### config.mk
export PLATFORM = sky130hd
export DESIGN_NAME = if_fetch_unit
export DESIGN_NICKNAME = d
export VERILOG_FILES = /design/src/rtl/if_fetch_unit.sv
export SDC_FILE = /design/constraint.sdc
export NUM_CORES = 1
export LEC_CHECK = 0
export BUFFER_PORTS_ARGS = -buffer_cell sky130_fd_sc_hd__buf_4
export CORE_ASPECT_RATIO = 1.4
export CORE_MARGIN = 2
export CORE_UTILIZATION = 41
export DETAILED_ROUTE_END_ITERATION = 7
export PLACE_DENSITY_LB_ADDON = 0.08
export SYNTH_ARGS = -nofsm -noshare
export SYNTH_HDL_FRONTEND = slang
export SYNTH_SLANG_ARGS = --single-unit
### constraint.sdc
create_clock -name i_clk -period 1.2 [get_ports i_clk]
set_input_delay 0.3 -clock i_clk [delete_from_list [all_inputs] [get_ports i_clk]]
set_output_delay 0.3 -clock i_clk [all_outputs]
set_load 0.05 [all_outputs]
### src/rtl/if_fetch_unit.sv
// Instruction fetch stage: PC register, single-outstanding instruction-memory
// request FSM (REQ/WAIT/DROP) and the IF/ID pipeline register.
module if_fetch_unit #(
  parameter logic [31:0] RESET_PC  = 32'h0000_0000,
  parameter logic [31:0] NOP_INSTR = 32'h0000_0013
) (
  input  logic        i_clk,
  input  logic        i_rst,
  input  logic [31:0] i_pc_in,
  input  logic        i_br_taken,
  output logic [31:0] o_pc_out,
  output logic        o_imem_req,
  output logic [31:0] o_imem_addr,
  input  logic        i_imem_gnt,
  input  logic        i_imem_rvalid,
  input  logic [31:0] i_imem_rdata,
  input  logic        i_id_ready,
  output logic        o_id_valid,
  output logic [31:0] o_id_pc,
  output logic [31:0] o_id_instr
);

  typedef enum logic [1:0] {
    ST_REQ  = 2'd0,
    ST_WAIT = 2'd1,
    ST_DROP = 2'd2
  } state_t;

  state_t      r_state;
  state_t      w_state_nxt;
  logic [31:0] r_pc;
  logic [31:0] w_pc_nxt;
  logic        r_id_valid;
  logic        w_id_valid_nxt;
  logic [31:0] r_id_pc;
  logic [31:0] w_id_pc_nxt;
  logic [31:0] r_id_instr;
  logic [31:0] w_id_instr_nxt;
  logic        w_imem_req;

  // Next-state, PC and IF/ID update; a redirect overrides everything else.
  always_comb begin
    w_state_nxt    = r_state;
    w_pc_nxt       = r_pc;
    w_id_valid_nxt = r_id_valid;
    w_id_pc_nxt    = r_id_pc;
    w_id_instr_nxt = r_id_instr;
    w_imem_req     = 1'b0;

    if (r_id_valid && i_id_ready) begin
      w_id_valid_nxt = 1'b0;
      w_id_instr_nxt = NOP_INSTR;
    end

    case (r_state)
      ST_REQ: begin
        w_imem_req = (~r_id_valid | i_id_ready) & ~i_br_taken & ~i_rst;
        if (w_imem_req && i_imem_gnt) begin
          w_state_nxt = ST_WAIT;
        end
      end
      ST_WAIT: begin
        if (i_br_taken) begin
          w_state_nxt = i_imem_rvalid ? ST_REQ : ST_DROP;
        end else if (i_imem_rvalid) begin
          w_id_valid_nxt = 1'b1;
          w_id_pc_nxt    = r_pc;
          w_id_instr_nxt = i_imem_rdata;
          w_pc_nxt       = i_pc_in;
          w_state_nxt    = ST_REQ;
        end
      end
      ST_DROP: begin
        if (i_imem_rvalid) begin
          w_state_nxt = ST_REQ;
        end
      end
      default: begin
        w_state_nxt = ST_REQ;
      end
    endcase

    if (i_br_taken) begin
      w_pc_nxt       = i_pc_in;
      w_id_valid_nxt = 1'b0;
      w_id_instr_nxt = NOP_INSTR;
    end
  end

  always_ff @(posedge i_clk) begin
    if (i_rst) begin
      r_state    <= ST_REQ;
      r_pc       <= RESET_PC;
      r_id_valid <= 1'b0;
      r_id_pc    <= 32'd0;
      r_id_instr <= NOP_INSTR;
    end else begin
      r_state    <= w_state_nxt;
      r_pc       <= w_pc_nxt;
      r_id_valid <= w_id_valid_nxt;
      r_id_pc    <= w_id_pc_nxt;
      r_id_instr <= w_id_instr_nxt;
    end
  end

  assign o_pc_out    = r_pc;
  assign o_imem_addr = r_pc;
  assign o_imem_req  = w_imem_req;
  assign o_id_valid  = r_id_valid;
  assign o_id_pc     = r_id_pc;
  assign o_id_instr  = r_id_instr;

endmodule

==> qor.csv, run 1 <==
metric,value,unit
status,finished with violations,
violations,negative setup slack,
seqPwrFrac,41.9,%
pre_cts_ws,-167,ps
die_width,87.7,µm
p_leak,3.55,nW
layout_commonest_cell,buf_4,
die_y,121,µm
ys_seq_area_share,49.3,%
postRouteAntennaNets,0,
top_usage_layer,met2,
gr-usage-met2,43.2,%
tightest_slew,698,ps
use_met1,27.4,%
diodes,0,
regArea,2130,µm²
via_count,4396,
rows,42,
drt_iter0_markers,217,
io_pins,200,
firstDrtPassIters,4,
peakVddDrop,962,µV
rsz0062_at_grt,true,
clkPwrFrac,38.6,%
track_usage,24.5,%
overflow,0,
fin_setup_tns,-15740,ps
hold_viol_final,0,
switching_share,27.4,%
htreeDepth,3,
end_kind,flop,
synth_nets,551,
gp_congestion,0.802,
vias_per_cell,5.28,
setup_viol,101,
p_comb_share,19.4,%
cts-root-buf,clkbuf_16,
grt_use_met3,6.12,%
clock_path_buffers,2,
skew,4.39,ps
max_cap_viol_count,0,
grt_max_degree,63,
clkTransAtPathRegs,70,ps
clock_sinks,99,
yosysUniqueCellTypes,23,
finalCritPeriodShare,122,%
min_path_type,in2reg,
antenna_found_initial,0,
drive_above_1_share,70.6,%
setup_slack,-265,ps
fillers,507,
clock_latency,340,ps
initial_utilization,42.3,%
cts_buffers,9,
grt_pass1_vias,3975,
slew_violations,0,
nets,766,
min_period,1470,ps
startpoint_type,flop,
critical_path_arrival,1720,ps
power.density,1020,nW/µm²
area_growth,101,%
die_area,10600,µm²
ys_warn_count,0,
maxSlewHeadroom,53.5,%
multiInputGateArea,2300,µm²
cp.required,1450,ps
cts_tree,built,
fin_util,85.2,%
grt_first_pass_wirelength,20000,µm
syn_area_per_cell,8.37,µm²
post_drt_wl_per_cell,19.4,µm
switching_power,2.26,mW
dpl.hpwl,7830,µm
most-common-layout-cells,"buf_4, buf_6, buf_8",
syn_area,4020,µm²
drc,0,
critPathMaxFanout,5,
synthCells,481,
internal_power,5.99,mW
io_buffers,199,
timing.fmax,683,MHz
critPathKind,reg2reg,
synth-seq-cells,99,
wl,16100,µm
coreArea,9510,µm²
-- critical path, cell delays in order, from the launching register on --
cell	delay, ps
dfxtp_4	360
buf_6	90
buf_6	100
and4bb_4	260
buf_12	140
buf_12	140
nand2_4	60
a21oi_2	210
-- power by group through the flow --
stage | Clock (mW) | Combinational [mW] | Sequential, mW
floorplan | 0 | 0.542 | 3.75
global placement | 0 | 1.15 | 3.52
detailed placement | 0 | 1.16 | 3.52
CTS | 3.21 | 1.34 | 3.46
global route | 3.40 | 1.66 | 3.46
finish | 3.19 | 1.60 | 3.46
-- Yosys cell counts, drive strengths merged --
cell type / number / share of area [%]
dfxtp: 99 / 49
a21oi: 95 / 12
nand2: 95 / 8.9
buf: 61 / 12
o21ai: 35 / 4.4
nand3b: 33 / 6.2
nand3: 29 / 3.6
clkbuf: 14 / 1.3
nor3: 6 / 0.75
nor2: 4 / 0.37
and3b: 2 / 0.44
a41oi: 1 / 0.22
and2: 1 / 0.16
and4bb: 1 / 0.31
inv: 1 / 0.093
nand2b: 1 / 0.16
nand4bb: 1 / 0.28
nor3b: 1 / 0.19
or2: 1 / 0.16
-- cells by family after synthesis --
| logic type | synth area share (%) |
|---|---|
| flops | 49.3 |
| compound gates | 16.4 |
| simple gates | 21.4 |
| buf+inv | 12.9 |
-- through the flow --
| step | hold WS, ps | instances | total power [mW] | cell area [µm²] |
|---|---|---|---|---|
| finish | 202 | 833 | 8.25 | 8110 |
| CTS | 187 | 807 | 8.01 | 6740 |
| global placement | 443 | 763 | 4.67 | 5520 |
| global route | 191 | 833 | 8.53 | 8110 |
| detailed placement | 447 | 763 | 4.68 | 5520 |
| floorplan | 379 | 481 | 4.29 | 4090 |
-- layer usage --
| metal | up-vias | wire length (µm) |
|---|---|---|
| met1 | 2158 | 5670 |
| met4 | 0 | 450 |
| li1 | 2046 | - |
| met3 | 29 | 950 |
| met2 | 163 | 9060 |
| met5 | - | 0 |
-- path summary, 6_finish.rpt --
path               start         endpoint  slack (ps)  cells after the start
min reg2reg   o_id_pc[0]       o_id_pc[0]         460                      2
max           r_state[0]      o_id_pc[16]        -270                      7
max reg2reg   r_state[0]      o_id_pc[16]        -270                      7
min          i_pc_in[19]  o_imem_addr[19]         200                      3
-- cell type report --
cell class              count  share of cell area (%)
clock inverters             4                   0.895
repair buffers            279                    39.2
multi-input cells         306                    28.4
flip-flops and latches     99                    26.3
well taps                 132                    2.04
clock buffers              12                    3.16
inverters                   1                  0.0463
-- flip-flops by register name, summed over array words and instances, names as in the netlist --
signal       count
o_imem_addr     32
r_state          2
o_id_instr      32
o_id_valid       1
o_id_pc         32
-- timing repair --
action | in CTS | in global routing
pin swaps | 29 | 118
gates resized for setup | 139 | 321
gates cloned | 10 | 8
hold buffers | 0 | 0
buffers inserted | 18 | 27
endpoints found under the setup margin | 110 | 191
Note: power is estimated with default switching activity, not from simulation.
==> inputs of run 2 (changes only) <==
Settings changed: CORE_MARGIN 2 to 8, MAX_ROUTING_LAYER from default to met4.
==> qor.csv, run 2 (synthesized netlist as in run 1, its figures left out) <==
metric,value,unit,change
power,7.80,mW,-5.5%
critPathKind,reg2reg,,
area_growth,91.8,%,
grt_first_pass_wirelength,20800,µm,+4.1%
finalCritPeriodShare,119,%,-2.9 points
clock_latency,330,ps,about the same
drt_iter0_markers,120,,-45%
layout_commonest_cell,buf_4,,
critical_path_arrival,1640,ps,-80 ps
io_pins,200,,unchanged
power.density,1010,nW/µm²,-0.69%
rsz0062_at_grt,true,,
io_buffers,199,,unchanged
cp.required,1410,ps,-40 ps
worstHoldPathCells,3,,unchanged
reg2reg_depth,7,,unchanged
setup_slack,-230,ps,+35.3 ps
drive_above_1_share,64.3,%,-6.3 points
antenna_found_initial,0,,unchanged
min_period,1430,ps,-35.3 ps
clkTransAtPathRegs,60,ps,about the same
clock_path_buffers,2,,unchanged
dpl.hpwl,9090,µm,+16%
clock_sinks,99,,unchanged
diodes,0,,unchanged
crit_path_top_delay_cell,dfxtp_2,,
grt_max_degree,61,,-3.2%
r2r_slack,-230,ps,+40 ps
wl,15600,µm,-3.4%
die_area,13300,µm²,+25%
firstDrtPassIters,4,,unchanged
cts_buffers,9,,unchanged
crit_chain,buf_6 > buf_6 > nand3b_1 > buf_12 > clkbuf_16 > nand3b_1 > a21oi_2,,
path_buf_inv,4,,unchanged
die_width,99.7,µm,+14%
overflow,0,,unchanged
rows,43,,+2.4%
slew_violations,0,,unchanged
cts_tree,built,,
violations,negative setup slack,,
nets,759,,-0.91%
timing.fmax,699,MHz,+2.5%
place_inst,767,,+0.52%
maxSlewHeadroom,55.4,%,+1.9 points
setup_viol,99,,-2.0%
grt_pass1_vias,4084,,+2.7%
crit_family,buffers and inverters,,
startpoint_type,flop,,
fin_setup_tns,-14540,ps,+1200 ps
cts-root-buf,clkbuf_16,,
initial_utilization,41.3,%,-0.98 points
htreeDepth,3,,unchanged
slowest_delay,340,ps,-20 ps
via_count,4276,,-2.7%
gp_congestion,0.760,,-5.2%
end_kind,flop,,
hold_viol_final,0,,unchanged
drc,0,,unchanged
path_depth,7,,unchanged
vias_per_cell,5.17,,-2.0%
peakVddDrop,826,µV,-14%
status,finished with violations,,
skew,4.78,ps,+0.395 ps
critPathMaxFanout,10,,+5
max_cap_viol_count,0,,unchanged
most-common-layout-cells,"buf_4, buf_6, nand2_1",,
die_y,133,µm,+9.9%
min_path_type,in2reg,,
coreArea,9740,µm²,+2.4%
tightest_slew,670,ps,-28.2 ps
postRouteAntennaNets,0,,unchanged
post_drt_wl_per_cell,18.9,µm,-2.7%
fin_cells,827,,-0.72%
p_leak,3.34,nW,-6.1%
ctsHoldBuffers,0,,unchanged
track_usage,20.1,%,-4.5 points
## run 2: path summary, 6_finish.rpt
check	start	to
worst min register to register	o_id_pc[19]	o_id_pc[19]
worst max register to register	r_state[1]	o_imem_addr[22]
worst max-delay path	r_state[1]	o_imem_addr[22]
worst min-delay path	i_pc_in[29]	o_imem_addr[29]
## run 2: area by class of cell
cell class	count	area [µm²]
well taps	135	169
fillers	637	2020
repair buffers	272	3050
flip-flops and latches	99	2110
clock inverters	2	37.5
multi-input cells	306	2100
inverters	1	3.75
clock buffers	12	246
## run 2: report_power, final
group	total [mW]	internal, mW	switching, mW	leakage [nW]
clock	2.80	1.65	1.15	0.135
combinational	1.54	0.689	0.852	2.37
sequential	3.46	3.34	0.120	0.828
## run 2: metrics by stage
stage	util (%)	cell area, µm²	hold slack [ps]	setup WS, ps
finish	79.2	7720	204	-230
global route	79.2	7720	194	-285
CTS	66.4	6470	195	-228
detailed placement	56.8	5530	448	-158
global placement	56.8	5530	443	-165
floorplan	-	4090	379	-216
## run 2: timing repair
item                                    CTS  global route
cloned                                    8             8
hold endpoints to repair                  0             0
endpoints found under the setup margin  145           196
setup buffers                            14            19
pin swaps                                21            80
resized for setup                       122           276
## run 2: layer usage
metal | vias up | routed length (µm) | GRT usage (%)
li1 | 2019 | - | -
met1 | 2117 | 5830 | 20.5
met2 | 128 | 8700 | 35.2
met3 | 12 | 848 | 5.48
met4 | 0 | 208 | 8.02
met5 | - | 0 | -
## run 2: worst register-to-register path: cells and delay by family, from the launching register on
family | cells | cell delay [ps]
and+or+nand+nor | 2 | 320
AOI/OAI and AO/OA | 1 | 60
DFF | 1 | 340
buffers and inverters | 4 | 590
==> inputs of run 3 (changes only) <==
Settings changed: GPL_TIMING_DRIVEN from default to 0, PLACE_DENSITY from default to 0.85, PLACE_DENSITY_LB_ADDON 0.08 to default.
==> qor.csv, run 3 (synthesized netlist as in run 1, its figures left out) <==
metric,value,unit,change
worstSetupEndpoint,o_imem_addr[15],,
drc,0,,unchanged
tightest_slew,857,ps,+188 ps
switching_share,26.6,%,-0.61 points
hold_ws,166,ps,-38.3 ps
r2r_slack,-230,ps,about the same
initial_utilization,41.3,%,unchanged
cts-root-buf,clkbuf_16,,
overflow,0,,unchanged
coreArea,9740,µm²,unchanged
postRouteAntennaNets,0,,unchanged
violations,negative setup slack,,
area_growth,94.2,%,
drive_above_1_share,64.6,%,+0.26 points
clkTransAtPathRegs,70,ps,about the same
rsz0062_at_grt,true,,
skew,8.13,ps,+3.35 ps
ctsHoldBuffers,0,,unchanged
grt_first_pass_wirelength,23100,µm,+11%
grt_max_degree,17,,-72%
layout_commonest_cell,buf_4,,
maxSlewHeadroom,42.8,%,-13 points
r2r_end,o_imem_addr[15],,
slew_violations,0,,unchanged
timing.fmax,701,MHz,+0.29%
peakVddDrop,1240,µV,+50%
critical_path_arrival,1620,ps,-20 ps
critPathKind,reg2reg,,
fin_setup_tns,-13470,ps,+1070 ps
wl,17100,µm,+9.6%
clock_sinks,99,,unchanged
power,8.65,mW,+11%
io_buffers,199,,unchanged
gp_congestion,0.828,,+8.9%
fillers,551,,-14%
pre_cts_ws,-302,ps,-145 ps
startpoint_type,flop,,
critPathMaxFanout,10,,unchanged
switching_power,2.30,mW,+8.4%
vias_per_cell,5.26,,+1.7%
min_period,1430,ps,-4.13 ps
hold_viol_final,0,,unchanged
firstDrtPassIters,5,,+1
p_leak,3.20,nW,-4.1%
die_y,133,µm,unchanged
nets,796,,+4.9%
cts_buffers,9,,unchanged
dpl.hpwl,10600,µm,+16%
finalCritPeriodShare,119,%,-0.34 points
internal_power,6.35,mW,+12%
r2r-start,r_state[0],,
io_pins,200,,unchanged
antenna_found_initial,0,,unchanged
power.density,1110,nW/µm²,+9.5%
cp-startpoint,r_state[0],,
max_cap_viol_count,0,,unchanged
min_path_type,in2reg,,
via_count,4552,,+6.5%
p_comb_share,19.6,%,-0.2 points
most-common-layout-cells,"buf_4, buf_6, a21oi_1",,
reg2reg_depth,6,,-1
clkPwrFrac,40.6,%,+4.7 points
die_area,13300,µm²,unchanged
post_drt_wl_per_cell,19.7,µm,+4.6%
setup_slack,-226,ps,+4.13 ps
seqPwrFrac,39.8,%,-4.5 points
cp.required,1390,ps,-20 ps
grt_pass1_vias,4656,,+14%
track_usage,22.2,%,+2.2 points
end_kind,flop,,
cts_tree,built,,
drt_iter0_markers,208,,+73%
clock_path_buffers,2,,unchanged
htreeDepth,3,,unchanged
die_width,99.7,µm,unchanged
setup_viol,118,,+19%
clock_latency,340,ps,about the same
diodes,0,,unchanged
status,finished with violations,,
rows,43,,unchanged
==> run 3: cell count changes in the layout (fill, tap and decap cells not counted), sizes merged <==
cell and change:
clkinvlp +1, buf +25, clkinv +1, bufinv +3, clkbuf +9
==> run 3: routing by layer <==
layer	GRT usage (%)	wire, µm	vias to the layer above	share of wire, %
li1	-	-	2093	-
met1	21.8	5990	2186	35
met2	39.5	9250	217	54
met3	5.74	1180	56	6.9
met4	10.6	667	0	3.9
met5	-	0	-	0
==> run 3: stage by stage <==
step | util (%) | instances | cell area [µm²]
2_1_floorplan | - | 481 | 4090
3_3_place_gp | 59.1 | 815 | 5750
3_5_place_dp | 59.1 | 815 | 5750
4_1_cts | 70.2 | 857 | 6840
5_1_grt | 80.3 | 866 | 7820
6_report | 80.3 | 866 | 7820
==> run 3: power groups by stage <==
stage | Clock, mW | Sequential, mW | Combinational, mW
after floorplan | 0 | 3.75 | 0.542
after global placement | 0 | 3.52 | 1.23
after detailed placement | 0 | 3.52 | 1.25
after CTS | 3.51 | 3.45 | 1.51
after global routing | 3.67 | 3.45 | 1.75
final | 3.51 | 3.44 | 1.69
==> run 3: worst min path at each step <==
stage,endpoint,depth (start not counted),start
2_1_floorplan,r_state[1],1,i_imem_rvalid
3_3_place_gp,o_id_pc[16],2,o_id_pc[16]
3_5_place_dp,o_id_pc[30],2,o_id_pc[30]
4_1_cts,r_state[1],2,i_imem_rvalid
5_1_grt,r_state[1],2,i_imem_rvalid
6_report,r_state[1],2,i_imem_rvalid
==> run 3: area by class of cell <==
cell class / instances / area, µm² / share of cell area (%)
inverter: 1 / 6.26 / 0.0800
timing repair buffer: 246 / 2530 / 32.4
tap: 135 / 169 / 2.16
sequential: 99 / 2110 / 27.0
clock buffer: 9 / 225 / 2.88
buffer: 63 / 653 / 8.36
clock inverter: 7 / 140 / 1.79
multi-input combinational: 306 / 1980 / 25.4
==> run 3: repair_timing <==
action                                  in CTS  in global routing
buffers inserted                            29                 12
endpoints found under the setup margin     160                193
endpoints found under the hold margin        0                  0
gates cloned                                 0                  6
pin swaps                                    2                 19
gates resized for setup                    145                277
==> run 3: worst max-delay path, stage by stage (launching register included) <==
cell	delay [ps]
dfxtp_4	360
buf_4	140
and3b_2	220
buf_12	160
buf_12	150
o21ai_2	150
a21oi_1	90
